[config.mk]
export PLATFORM = sky130hd
export DESIGN_NAME = compare_engine_flat
export DESIGN_NICKNAME = d
export VERILOG_FILES = /design/src/rtl/compare_engine_if.sv /design/src/rtl/compare_engine.sv /design/src/flat_wrapper.sv
export SDC_FILE = /design/constraint.sdc
export NUM_CORES = 1
export LEC_CHECK = 0
export BUFFER_PORTS_ARGS = -buffer_cell sky130_fd_sc_hd__buf_4
export CORE_MARGIN = 4
export CORE_UTILIZATION = 48
export CTS_CLUSTER_SIZE = 40
export DETAILED_ROUTE_END_ITERATION = 6
export GPL_TIMING_DRIVEN = 1
export PLACE_DENSITY = 0.82
export SYNTH_ARGS = -nofsm -noshare
export SYNTH_HDL_FRONTEND = slang
export SYNTH_SLANG_ARGS = --single-unit
[constraint.sdc]
create_clock -name clk -period 3.7 [get_ports clk]
set_input_delay 0 -clock clk [delete_from_list [all_inputs] [get_ports clk]]
set_output_delay 0 -clock clk [all_outputs]
set_load 0.005 [all_outputs]
[src/rtl/compare_engine_if.sv]
// compare_engine_if -- request/result bundle for the byte-serial compare engine.
// master drives the request (start, operands, condition select); slave returns
// status and results. Clock and reset are kept as plain ports on the engine.
interface compare_engine_if;
  logic        start;
  logic [31:0] a;
  logic [31:0] b;
  logic [2:0]  funct3;
  logic        busy;
  logic        done;
  logic [31:0] diff;
  logic [31:0] result;
  logic        taken;

  modport master (
    output start, a, b, funct3,
    input  busy, done, diff, result, taken
  );

  modport slave (
    input  start, a, b, funct3,
    output busy, done, diff, result, taken
  );
endinterface

[src/rtl/compare_engine.sv]
// compare_engine -- byte-serial subtract-and-compare unit.
// Computes diff = a - b one byte per cycle (LSB first, carry chained) and
// evaluates a branch-style condition selected by funct3.
// Optional feature: define UNSIGNED_CMP_EN to add the unsigned compares
// (funct3 110 -> a <u b, 111 -> a >=u b); without it those codes give 0.
//
// state | meaning
// IDLE  | waiting for start; results from the last operation are held
// CALC  | four cycles, one diff byte per cycle, zero flag accumulating
// DONE  | one cycle, done pulse, results valid
module compare_engine (
  input  logic                clk,
  input  logic                rst_n,
  compare_engine_if.slave     bus
);

  typedef enum logic [1:0] {
    IDLE = 2'd0,
    CALC = 2'd1,
    DONE = 2'd2
  } state_t;

  state_t      state_q;
  logic [31:0] a_q;
  logic [31:0] b_q;
  logic [2:0]  funct3_q;
  logic [1:0]  cnt_q;
  logic        carry_q;
  logic        z_q;
  logic [31:0] diff_q;
  logic        taken_q;
  logic        busy_q;
  logic        done_q;

  logic [7:0]  a_byte_d;
  logic [7:0]  b_byte_d;
  logic [8:0]  sum_d;
  logic        z_d;
  logic        n_d;
  logic        v_d;
`ifdef UNSIGNED_CMP_EN
  logic        c_d;
`endif
  logic        taken_d;

  // Byte-slice adder: current byte of a plus inverted byte of b plus chained carry.
  always_comb begin
    a_byte_d = a_q[{cnt_q, 3'b000} +: 8];
    b_byte_d = b_q[{cnt_q, 3'b000} +: 8];
    sum_d    = {1'b0, a_byte_d} + {1'b0, ~b_byte_d} + {8'b0, carry_q};
  end

  // Final flags as they stand after the current byte; only meaningful on byte 3.
  // N/V/C are folded straight into taken_q on that edge rather than kept around.
  always_comb begin
    z_d = z_q & (sum_d[7:0] == 8'h00);
    n_d = sum_d[7];
    v_d = (a_q[31] != b_q[31]) & (n_d != a_q[31]);
`ifdef UNSIGNED_CMP_EN
    c_d = sum_d[8];
`endif
  end

  // Condition select on the final flags.
  always_comb begin
    taken_d = 1'b0;
    case (funct3_q)
      3'b000:  taken_d = z_d;
      3'b001:  taken_d = ~z_d;
      3'b100:  taken_d = n_d ^ v_d;
      3'b101:  taken_d = ~(n_d ^ v_d);
`ifdef UNSIGNED_CMP_EN
      3'b110:  taken_d = ~c_d;
      3'b111:  taken_d = c_d;
`endif
      default: taken_d = 1'b0;
    endcase
  end

  // Sequencer: capture on start, four byte steps, one-cycle done, back to idle.
  always_ff @(posedge clk or negedge rst_n) begin
    if (!rst_n) begin
      state_q  <= IDLE;
      a_q      <= '0;
      b_q      <= '0;
      funct3_q <= '0;
      cnt_q    <= '0;
      carry_q  <= 1'b0;
      z_q      <= 1'b0;
      diff_q   <= '0;
      taken_q  <= 1'b0;
      busy_q   <= 1'b0;
      done_q   <= 1'b0;
    end else begin
      case (state_q)
        IDLE: begin
          done_q <= 1'b0;
          if (bus.start) begin
            a_q      <= bus.a;
            b_q      <= bus.b;
            funct3_q <= bus.funct3;
            cnt_q    <= 2'd0;
            carry_q  <= 1'b1;
            z_q      <= 1'b1;
            busy_q   <= 1'b1;
            state_q  <= CALC;
          end
        end
        CALC: begin
          diff_q[{cnt_q, 3'b000} +: 8] <= sum_d[7:0];
          carry_q <= sum_d[8];
          z_q     <= z_d;
          cnt_q   <= cnt_q + 2'd1;
          if (cnt_q == 2'd3) begin
            taken_q <= taken_d;
            done_q  <= 1'b1;
            state_q <= DONE;
          end
        end
        DONE: begin
          done_q  <= 1'b0;
          busy_q  <= 1'b0;
          state_q <= IDLE;
        end
        default: begin
          done_q  <= 1'b0;
          busy_q  <= 1'b0;
          state_q <= IDLE;
        end
      endcase
    end
  end

  assign bus.busy   = busy_q;
  assign bus.done   = done_q;
  assign bus.diff   = diff_q;
  assign bus.taken  = taken_q;
  assign bus.result = {31'b0, taken_q};

endmodule

[src/flat_wrapper.sv]
// flat-port wrapper written by rule: the top's interface ports become plain ports
module compare_engine_flat 
  (clk, rst_n, bus_start, bus_a, bus_b, bus_funct3, bus_busy, bus_done, bus_diff, bus_result, bus_taken);
  compare_engine_if bus_i ();
  input  logic clk;
  input  logic rst_n;
  input wire logic [$bits(bus_i.start)-1:0] bus_start;
  input wire logic [$bits(bus_i.a)-1:0] bus_a;
  input wire logic [$bits(bus_i.b)-1:0] bus_b;
  input wire logic [$bits(bus_i.funct3)-1:0] bus_funct3;
  output wire logic [$bits(bus_i.busy)-1:0] bus_busy;
  output wire logic [$bits(bus_i.done)-1:0] bus_done;
  output wire logic [$bits(bus_i.diff)-1:0] bus_diff;
  output wire logic [$bits(bus_i.result)-1:0] bus_result;
  output wire logic [$bits(bus_i.taken)-1:0] bus_taken;
  assign bus_i.start = bus_start;
  assign bus_i.a = bus_a;
  assign bus_i.b = bus_b;
  assign bus_i.funct3 = bus_funct3;
  assign bus_busy = bus_i.busy;
  assign bus_done = bus_i.done;
  assign bus_diff = bus_i.diff;
  assign bus_result = bus_i.result;
  assign bus_taken = bus_i.taken;
  compare_engine u_core (.clk(clk), .rst_n(rst_n), .bus(bus_i));
endmodule
# After elaboration in Yosys (flattened, before gate mapping)
# Cells that the tools add are included.
# word_totals
register_bits	108
in_bits	70
out_inout_bits	67
wordCells	57
# classes
addsub	4
eq_ne	9
n_shift	4
n_mux	13
n_bitwise	7
reduce_logical	9
# op_table
op	n
$shiftx 32x6->8	2
$bwmux 32	1
$shift 8x7->32 const A	1
$shiftx 8x7->32	1
$reduce_and 2->1	5
$add 8x8->9	1
$add 9x1->9	1
$logic_not 8->1	1
$not 8->8	1
$pmux 2 s2	2
$neg 5->7	1
$eq 3x3->1 const B	2
$mux 2	3
$pmux 1 s2	3
$pmux 1 s4	1
$eq 3x1->1 const B	1
$logic_not 3->1	1
$mux 1	3
$not 1->1	3
$add 2x1->2 const B	1
$and 1x1->1	2
$eq 2x1->1 const B	1
$eq 2x2->1 const B	1
$logic_not 2->1	1
5 further kinds	6

# Logic depth before layout (Yosys ltp)
# Gate-level depths: netlist (run 1).
# depth
depth_word	9
depth_mapped	12
depth_no_buf	11

# Worst setup path after synthesis (run 1)
# OpenSTA, ideal clock, no wires.
# synth_timing
path_kind	register to register
from	register u_core.cnt_q[0]
to	register u_core.taken_q, in the netlist u_core.bus.taken
setup_time_ns	0.071
t_arrival_ns	3.836
t_required_ns	3.629
setup_slack_ns	-0.207
path_stages_with_launch	11
n_path_buf	1
period_less_slack_ns	3.907
path_cell_list	dfrtp_1 -> buf_1 -> mux4_2 -> fa_1 -> fa_1 -> xor2_1 -> or4b_4 -> nor3_2 -> nand4_1 -> or4b_1 -> nand4_1
# synth_via
elab_chain_len	9
word_cells_on_any_way	15
classes_between	add/sub (2); eq/ne (2); shift (2); mux (1); bitwise (6); reduce/logical (2)
# synth_lines
element	line_no	source
from (decl)	compare_engine.sv:27	logic [1:0] cnt_q;
from (signal assigned)	compare_engine.sv:113	cnt_q <= cnt_q + 2'd1;
$shiftx 32x6->8	compare_engine.sv:49	b_byte_d = b_q[{cnt_q, 3'b000} +: 8];
$not 8->8	compare_engine.sv:50	sum_d = {1'b0, a_byte_d} + {1'b0, ~b_byte_d} + {8'b0, carry_q};
$add 8x8->9	compare_engine.sv:50	
$add 9x1->9	compare_engine.sv:50	
$ne 1x1->1	compare_engine.sv:58	v_d = (a_q[31] != b_q[31]) & (n_d != a_q[31]);
$and 1x1->1	compare_engine.sv:58	
$xor 1x1->1	compare_engine.sv:70, compare_engine.sv:71	
$not 1->1	compare_engine.sv:71	3'b101: taken_d = ~(n_d ^ v_d);
$pmux 1 s4	compare_engine.sv:67	case (funct3_q)
to (signal assigned)	compare_engine.sv:115	taken_q <= taken_d;
to (decl)	compare_engine.sv:31	logic taken_q;
# Several ways; a longest one is shown, not always the timed one.
# A chain may end at the register's enable or synchronous reset.

# Worst setup path after layout (run 1)
# Same ends and word-level chain as after synthesis.

==> results of run 1 <==
==> power breakdown <==
part           total [uW]  switching, uW  leakage [uW]  internal (uW)
Clock                 773            416      0.000107            357
Combinational        3990           2150       0.00177           1840
Sequential           2050            336       0.00134           1710
Total                6820           2910       0.00321           3910
==> area by class of cell <==
type	instances	area (sq um)	share of cell area (%)
timing repair buffer	184	1550	22.4
clock buffer	11	151	2.19
multi-input combinational	247	2220	32.0
clock inverter	5	63.8	0.921
tap	136	170	2.46
inverter	17	63.8	0.921
sequential	108	2700	39.0
==> metrics by stage <==
stage	power (uW)	std cells	util, %	worst slack [ns]
after floorplan	4660	416	-	0.0186
final	6820	708	66.8	0.0731
after global placement	5780	621	57.9	0.181
after CTS	6770	706	66.6	0.0736
after global routing	7270	708	66.8	-0.0426
after detailed placement	5940	621	57.9	0.110
==> worst max-delay path, cell delays in order (launching register included) <==
cell     delay, ns
dfrtp_2       0.42
mux4_2        0.52
fa_1          0.44
fa_1          0.44
xor2_1        0.24
or4b_4        0.55
nor3_2        0.16
nand4_1       0.17
or4b_1        0.52
nand4_1       0.10
==> per-layer routing <==
layer / wire length (microns) / vias up
met1: 5000 / 1833
met5: 0 / -
li1: - / 1686
met2: 6490 / 146
met3: 794 / 34
met4: 362 / 0
==> sequential cells by signal (all words and copies together) (netlist names) <==
register          cells
u_core.bus.busy       1
u_core.bus.diff      32
u_core.z_q            1
u_core.cnt_q          2
u_core.carry_q        1
u_core.bus.taken      1
u_core.a_q           32
u_core.state_q        2
u_core.bus.done       1
u_core.funct3_q       3
u_core.b_q           32
==> what timing repair did <==
| action | CTS | global route |
|---|---|---|
| endpoints found under the setup margin | 0 | 1 |
| hold buffers | 69 | 0 |
| resized for setup | 0 | 1 |
| buffers inserted | 0 | 2 |
| hold endpoints to repair | 145 | 0 |
==> layout by cell type, fill, tap and decap left out, types with 2 or more instances in the layout <==
cell type        n
buf_4          115
dfrtp_1        107
dlygate4sd3_1   69
mux2_2          66
conb_1          31
nand2_1         20
inv_1           17
o21ai_0         17
a22o_1          17
mux4_2          16
nor2_1          13
ha_1            13
clkbuf_8        11
o21ai_1          4
a22o_2           4
or3_1            3
nor3_1           3
xor2_1           3
a21o_1           3
nand4_1          3
inv_6            3
nor2b_1          2
a211oi_2         2
a21oi_2          2
xor2_2           2
nand2b_1         2
a21oi_1          2
fa_1             2
==> logic make-up (layout without fill, tap and decap cells) <==
group / Yosys count / count (layout) / share of synthesized area [%]
DFF: 108 / 108 / 52.4
muxes: 83 / 83 / 21.6
buffers and inverters: 61 / 217 / 6.80
AOI/OAI and AO/OA: 58 / 58 / 8.42
and+or+nand+nor: 55 / 55 / 5.58
adders and majority gates: 15 / 15 / 3.93
xor gates and xnor gates: 5 / 5 / 1.14
other: 1 / 31 / 0.0728
==> final timing paths <==
path                       depth (start not counted)                        endpoint  slack (ns)                        start
max in group asynchronous                          3  u_core.funct3_q[2]$_DFFE_PN0P_        2.40                        rst_n
min in group clk                                   3      u_core.b_q[15]$_DFFE_PN0P_        0.39                    bus_b[15]
setup reg to reg                                   9    u_core.bus.taken$_DFFE_PN0P_        0.07  u_core.cnt_q[0]$_DFFE_PN0P_
hold reg to reg                                    1     u_core.bus.done$_DFFE_PN0P_        0.50  u_core.bus.done$_DFFE_PN0P_
hold / removal                                     2      u_core.a_q[28]$_DFFE_PN0P_        0.30                        rst_n
setup / recovery                                   9    u_core.bus.taken$_DFFE_PN0P_        0.07  u_core.cnt_q[0]$_DFFE_PN0P_
==> results.md, run 1 <==
* Area share of the largest cell type after synthesis at between 50% and 60%
* CP startpoint kind: flop
* Grt met1 use at approximately 25%
* Syn-to-layout area delta at 34.4%
* CORE AREA at approximately 0.010 sq mm
* Number of synthesized flops with an enable pin at 0
* All-Layer GR Usage at 20.5%
* Max Freq at between 200 and 300 MHz
* Met2 Track Usage GR at between 30% and 40%
* Synth area leaders: dfrtp_1 (52%), mux2_2 (14%), mux4_2 (7.0%), buf_4 (4.7%), ha_1 (3.2%)
* Gr ovfl total at 0
* Antenna violations before repair at 0
* Final ANT Viol Nets at 0
* Worst-Margin Slew at between 0.9 and 1 ns
* # fillers at ~750
* Sum of negative setup slack at 0 ns
* Clk_lat worst skew at between 0.3 and 0.4 ns
* ANT cells at 0
* Die Wd at 112 microns
* Iteration-0 DRC count of the detailed router at ~120
* Net count, final at roughly 650
* Count leader, synth: dfrtp_1
* Maxcap violations at 0
* Wire per inst at roughly 18 microns
* Number of vias per cell at between 5 and 6
* Largest net degree at the start of global routing at between 70 and 80
* FF+latch count, synth at roughly 110
* TritonCTS buffer count at 9
* P per Cell Area at 984 mW/mm^2
* Async set-reset flop share out of synthesis at 100%
* DP Area at roughly 0.0060 sq mm
* Rows at 37
* Crit-path max FO at 5
* Starting Density at 49.7%
* DIE HEIGHT at 112 microns
* Synth Flop Type: dfrtp_1
* Layout cell share with drive strength beyond 1 at between 40% and 50%
* Worst setup EP type: flop
* Max VDD drop at around 0.60 mV
* Via count at approximately 3700
* Fin. Hold Viols at 0
* Total Die Area at approximately 0.012 sq mm
* Seq/Total Area, Yosys at 52.4%
* Yosys warnings at 0
* Busiest grt layer: met2
* Final Skew at 0.0171 ns
* HP Class: input port to async pin
* CP Class: flop to flop
* GR Util met3 at approximately 5.0%
* Clock sinks at around 110
* DRC at 0
* I/O Pins at ~140
* CTS root buf: clkbuf_8
* Min Tclk post-route at approximately 3.6 ns
* Most frequent cells after synthesis: dfrtp_1 (108), mux2_2 (66), buf_4 (32)
* Syn Area/Cell at approximately 13 sq um
* Detailed-route wire length at around 13 mm
* Critical Path RT at around 4.0 ns
* Relative slew margins at 36.8%
* Synth Instances at just under 400
* DRT Pass-1 Iters at 4
* Yosys cell types at between 40 and 50
* Final period utilization at 98.0%
* Vias in the first global route at between 4000 and 5000
* Largest area contributor in the netlist: dfrtp_1
* Status: completed
* Finished Cell Area at 0.00693 sq mm
* GPL Wtd Cong at between 0.8 and 0.9
* CTS tree: yes
* Worst hold margin at between 0.3 and 0.4 ns
* Final Max Tran Viols at 0
* Dpl hpwl at between 8 and 9 mm
* Reg clk slew, reported paths at 0.11 ns
* Cell area after synthesis at around 0.0052 sq mm
* CTS Buffer Depth at 2
* Final setup violating endpoints at 0
* P_leak at ~0.0032 uW
* First-pass GRT wire length at between 20 and 25 mm
* I/O Buffers at ~110
* CP arrival at about 3.9 ns
* H-tree depth at 3
Power figures use the tool's default switching activity.
==> run 2, diff against run 1 <==
- CELL_PAD_IN_SITES_DETAIL_PLACEMENT: default -> 1
- CELL_PAD_IN_SITES_GLOBAL_PLACEMENT: default -> 1
- CORE_UTILIZATION: 48 -> 38
- PLACE_DENSITY: 0.82 -> 0.81
==> run 2 against run 1 <==
Maximum frequency rose by 2.1%. Wire length up 19%. Register-to-register slack improved by 0.07 ns. Critical path type unchanged. Combinational power grew 7.5%. Die area is 24% higher. Final area increased by 2.0%. Total power rose by 8.2%. Utilization is 13 points lower.
==> results.md, run 2 (synthesis gave the netlist of run 1 again) <==
* HP Class: input port to async pin
* CTS Buffer Depth at 2 (unchanged)
* Iteration-0 DRC count of the detailed router at 212 (+80%)
* Final setup violating endpoints at 0 (unchanged)
* Finished Layout Cells at 748 (+5.6%)
* H-tree depth at 3 (unchanged)
* Max VDD drop at 0.775 mV (+30%)
* Final Max Tran Viols at 0 (unchanged)
* Finished Cell Area at 0.00706 sq mm (+2.0%)
* Highest-count cells in the layout ignoring fill and taps: buf_4 (114), dfrtp_1 (107), dlygate4sd3_1 (69)
* CORE AREA at 0.0132 sq mm (+28%)
* Seq pwr share at 28.4% (-1.6 points)
* I/O Pins at 137 (unchanged)
* Wire per inst at 20.2 microns (+13%)
* First-pass GRT wire length at 24.2 mm (+19%)
* DRC at 0 (unchanged)
* Final Skew at 0.0112 ns (-0.00585 ns)
* Clk_lat worst skew at 0.37 ns (-0.02 ns)
* # fillers at 1375 (+84%)
* Fin. Hold Viols at 0 (unchanged)
* Commonest non-fill, non-tap cell in the layout: buf_4
* DIE HEIGHT at 124 microns (+11%)
* All-Layer GR Usage at 20.0% (-0.45 points)
* Total Die Area at 0.0155 sq mm (+24%)
* Crit-path max FO at 4 (-1)
* Unrepaired setup endpoints after global routing: false
* Comb pwr share at 58.2% (-0.4 points)
* Top cell family by delay on the critical path: adder cells
* Sw frac at 43.4% (+0.73 points)
* CP startpoint kind: flop
* Maxcap violations at 0 (unchanged)
* Worst setup EP type: flop
* Starting Density at 38.9% (-11 points)
* Sum of negative setup slack at 0 ns (unchanged)
* Dpl cells at 663 (+6.8%)
* Antenna violations before repair at 0 (unchanged)
* TritonCTS buffer count at 9 (unchanged)
* Area occupied by multi-input gates at 0.00222 sq mm (unchanged)
* Syn-to-layout area delta at 37.0%
* Number of vias per cell at 5.03 (-3.7%)
* P per Cell Area at 1040 mW/mm^2 (+6.1%)
* Final worst setup slack at 0.147 ns (+0.0740 ns)
* Sequential cell area at 0.00270 sq mm (unchanged)
* DP Area at 0.00607 sq mm (+1.1%)
* WP buf/inv at 0 (unchanged)
* Cells on worst reg2reg path at 10 (+1)
* Vias in the first global route at 4311 (+6.7%)
* Clk pwr share at 13.4% (+2.1 points)
* Int Power at 4180 uW (+6.8%)
* Psw at 3200 uW (+10%)
* CP max stage cell: mux4_2
* CP Class: flop to flop
* Final ANT Viol Nets at 0 (unchanged)
* Largest net degree at the start of global routing at 88 (+13%)
* I/O Buffers at 105 (unchanged)
* CP arrival at 3.86 ns (-0.08 ns)
* Rows at 42 (+14%)
* P_leak at 0.00326 uW (+1.3%)
* CTS tree: yes
* ANT cells at 0 (unchanged)
* Die Wd at 124 microns (+11%)
* DRT Pass-1 Iters at 4 (unchanged)
* Reg clk slew, reported paths at 0.08 ns (-0.03 ns)
* Slowest stage delay, CP at 0.53 ns (-0.02 ns)
* Final period utilization at 96.0% (-2.0 points)
* Net count, final at 652 (unchanged)
* Min Tclk post-route at 3.55 ns (-0.0740 ns)
* Number of cells on the critical path at 10 (+1)
* GPL Wtd Cong at 0.813 (-0.84%)
* Post-CTS setup buffer count at 0 (unchanged)
* Max Freq at 281 MHz (+2.1%)
* Status: completed
* Worst-Margin Slew at 1.09 ns (+0.143 ns)
* Relative slew margins at 27.3% (-9.5 points)
* Placement Setup Slack at 0.176 ns (+0.0665 ns)
* CTS root buf: clkbuf_16
* Critical Path RT at 4.00 ns (about the same)
* Layout cell share with drive strength beyond 1 at 40.0% (unchanged)
* Via count at 3764 (+1.8%)
* Detailed-route wire length at 15.1 mm (+19%)
* Clock sinks at 108 (unchanged)
* Critical-path cell list: mux4_2 > fa_1 > fa_1 > a211oi_2 > o21bai_1 > a21oi_2 > xor2_2 > nand4_1 > or4b_1 > nand4_1
* Dpl hpwl at 9.61 mm (+16%)
* Gr ovfl total at 0 (unchanged)
[run 2: cell types whose count changed in the layout (fill, tap and decap cells not counted)]
cell / before / now
buf_6: 0 / 1
clkinv_4: 0 / 1
inv_6: 3 / 2
clkinv_2: 0 / 2
clkbuf_8: 11 / 0
clkbuf_16: 0 / 9
buf_4: 115 / 114
[run 2: layer usage]
metal	share of wire (%)	GRT usage (%)
met4	2.8	7.80
met2	55	36.4
met3	5.0	4.80
met1	37	22.6
met5	0	0
[run 2: cell type report]
cell class / instances / area share (%)
Clock buffer: 9 / 3.19
Clock inverter: 7 / 1.05
Inverter: 17 / 0.903
Multi-Input combinational cell: 247 / 31.4
Sequential cell: 108 / 38.3
Tap cell: 176 / 3.12
Timing Repair Buffer: 184 / 22.1
[run 2: power groups by stage]
stage	combinational, uW	clock [uW]	sequential, uW
6_report	4290	989	2100
5_1_grt	4660	1060	2150
3_5_place_dp	4120	0	2080
4_1_cts	4230	1010	2060
2_1_floorplan	2710	0	1950
3_3_place_gp	3960	0	2050
[run 2: worst paths after layout]
path | from | endpoint | slack [ns]
setup / recovery | u_core.cnt_q[0]$_DFFE_PN0P_ | u_core.bus.taken$_DFFE_PN0P_ | 0.15
hold / removal | rst_n | u_core.a_q[18]$_DFFE_PN0P_ | 0.40
setup reg to reg | u_core.cnt_q[0]$_DFFE_PN0P_ | u_core.bus.taken$_DFFE_PN0P_ | 0.15
hold reg to reg | u_core.bus.busy$_DFFE_PN0P_ | u_core.bus.busy$_DFFE_PN0P_ | 0.49
max in group asynchronous | rst_n | u_core.b_q[17]$_DFFE_PN0P_ | 2.38
min in group clk | bus_a[26] | u_core.a_q[26]$_DFFE_PN0P_ | 0.41
[run 2: repair_timing]
action                     in CTS  in global routing
hold buffers                   69                  0
gates resized for setup         0                  2
setup endpoints to repair       0                  1
hold endpoints to repair      155                  0
[run 2: metrics by stage]
stage	hold slack (ns)	utilization [%]	power, uW
3_5_place_dp	0.237	45.8	6200
6_report	0.399	53.3	7370
4_1_cts	0.395	53.3	7300
2_1_floorplan	-0.296	-	4660
5_1_grt	0.410	53.3	7870
3_3_place_gp	0.234	45.8	6010
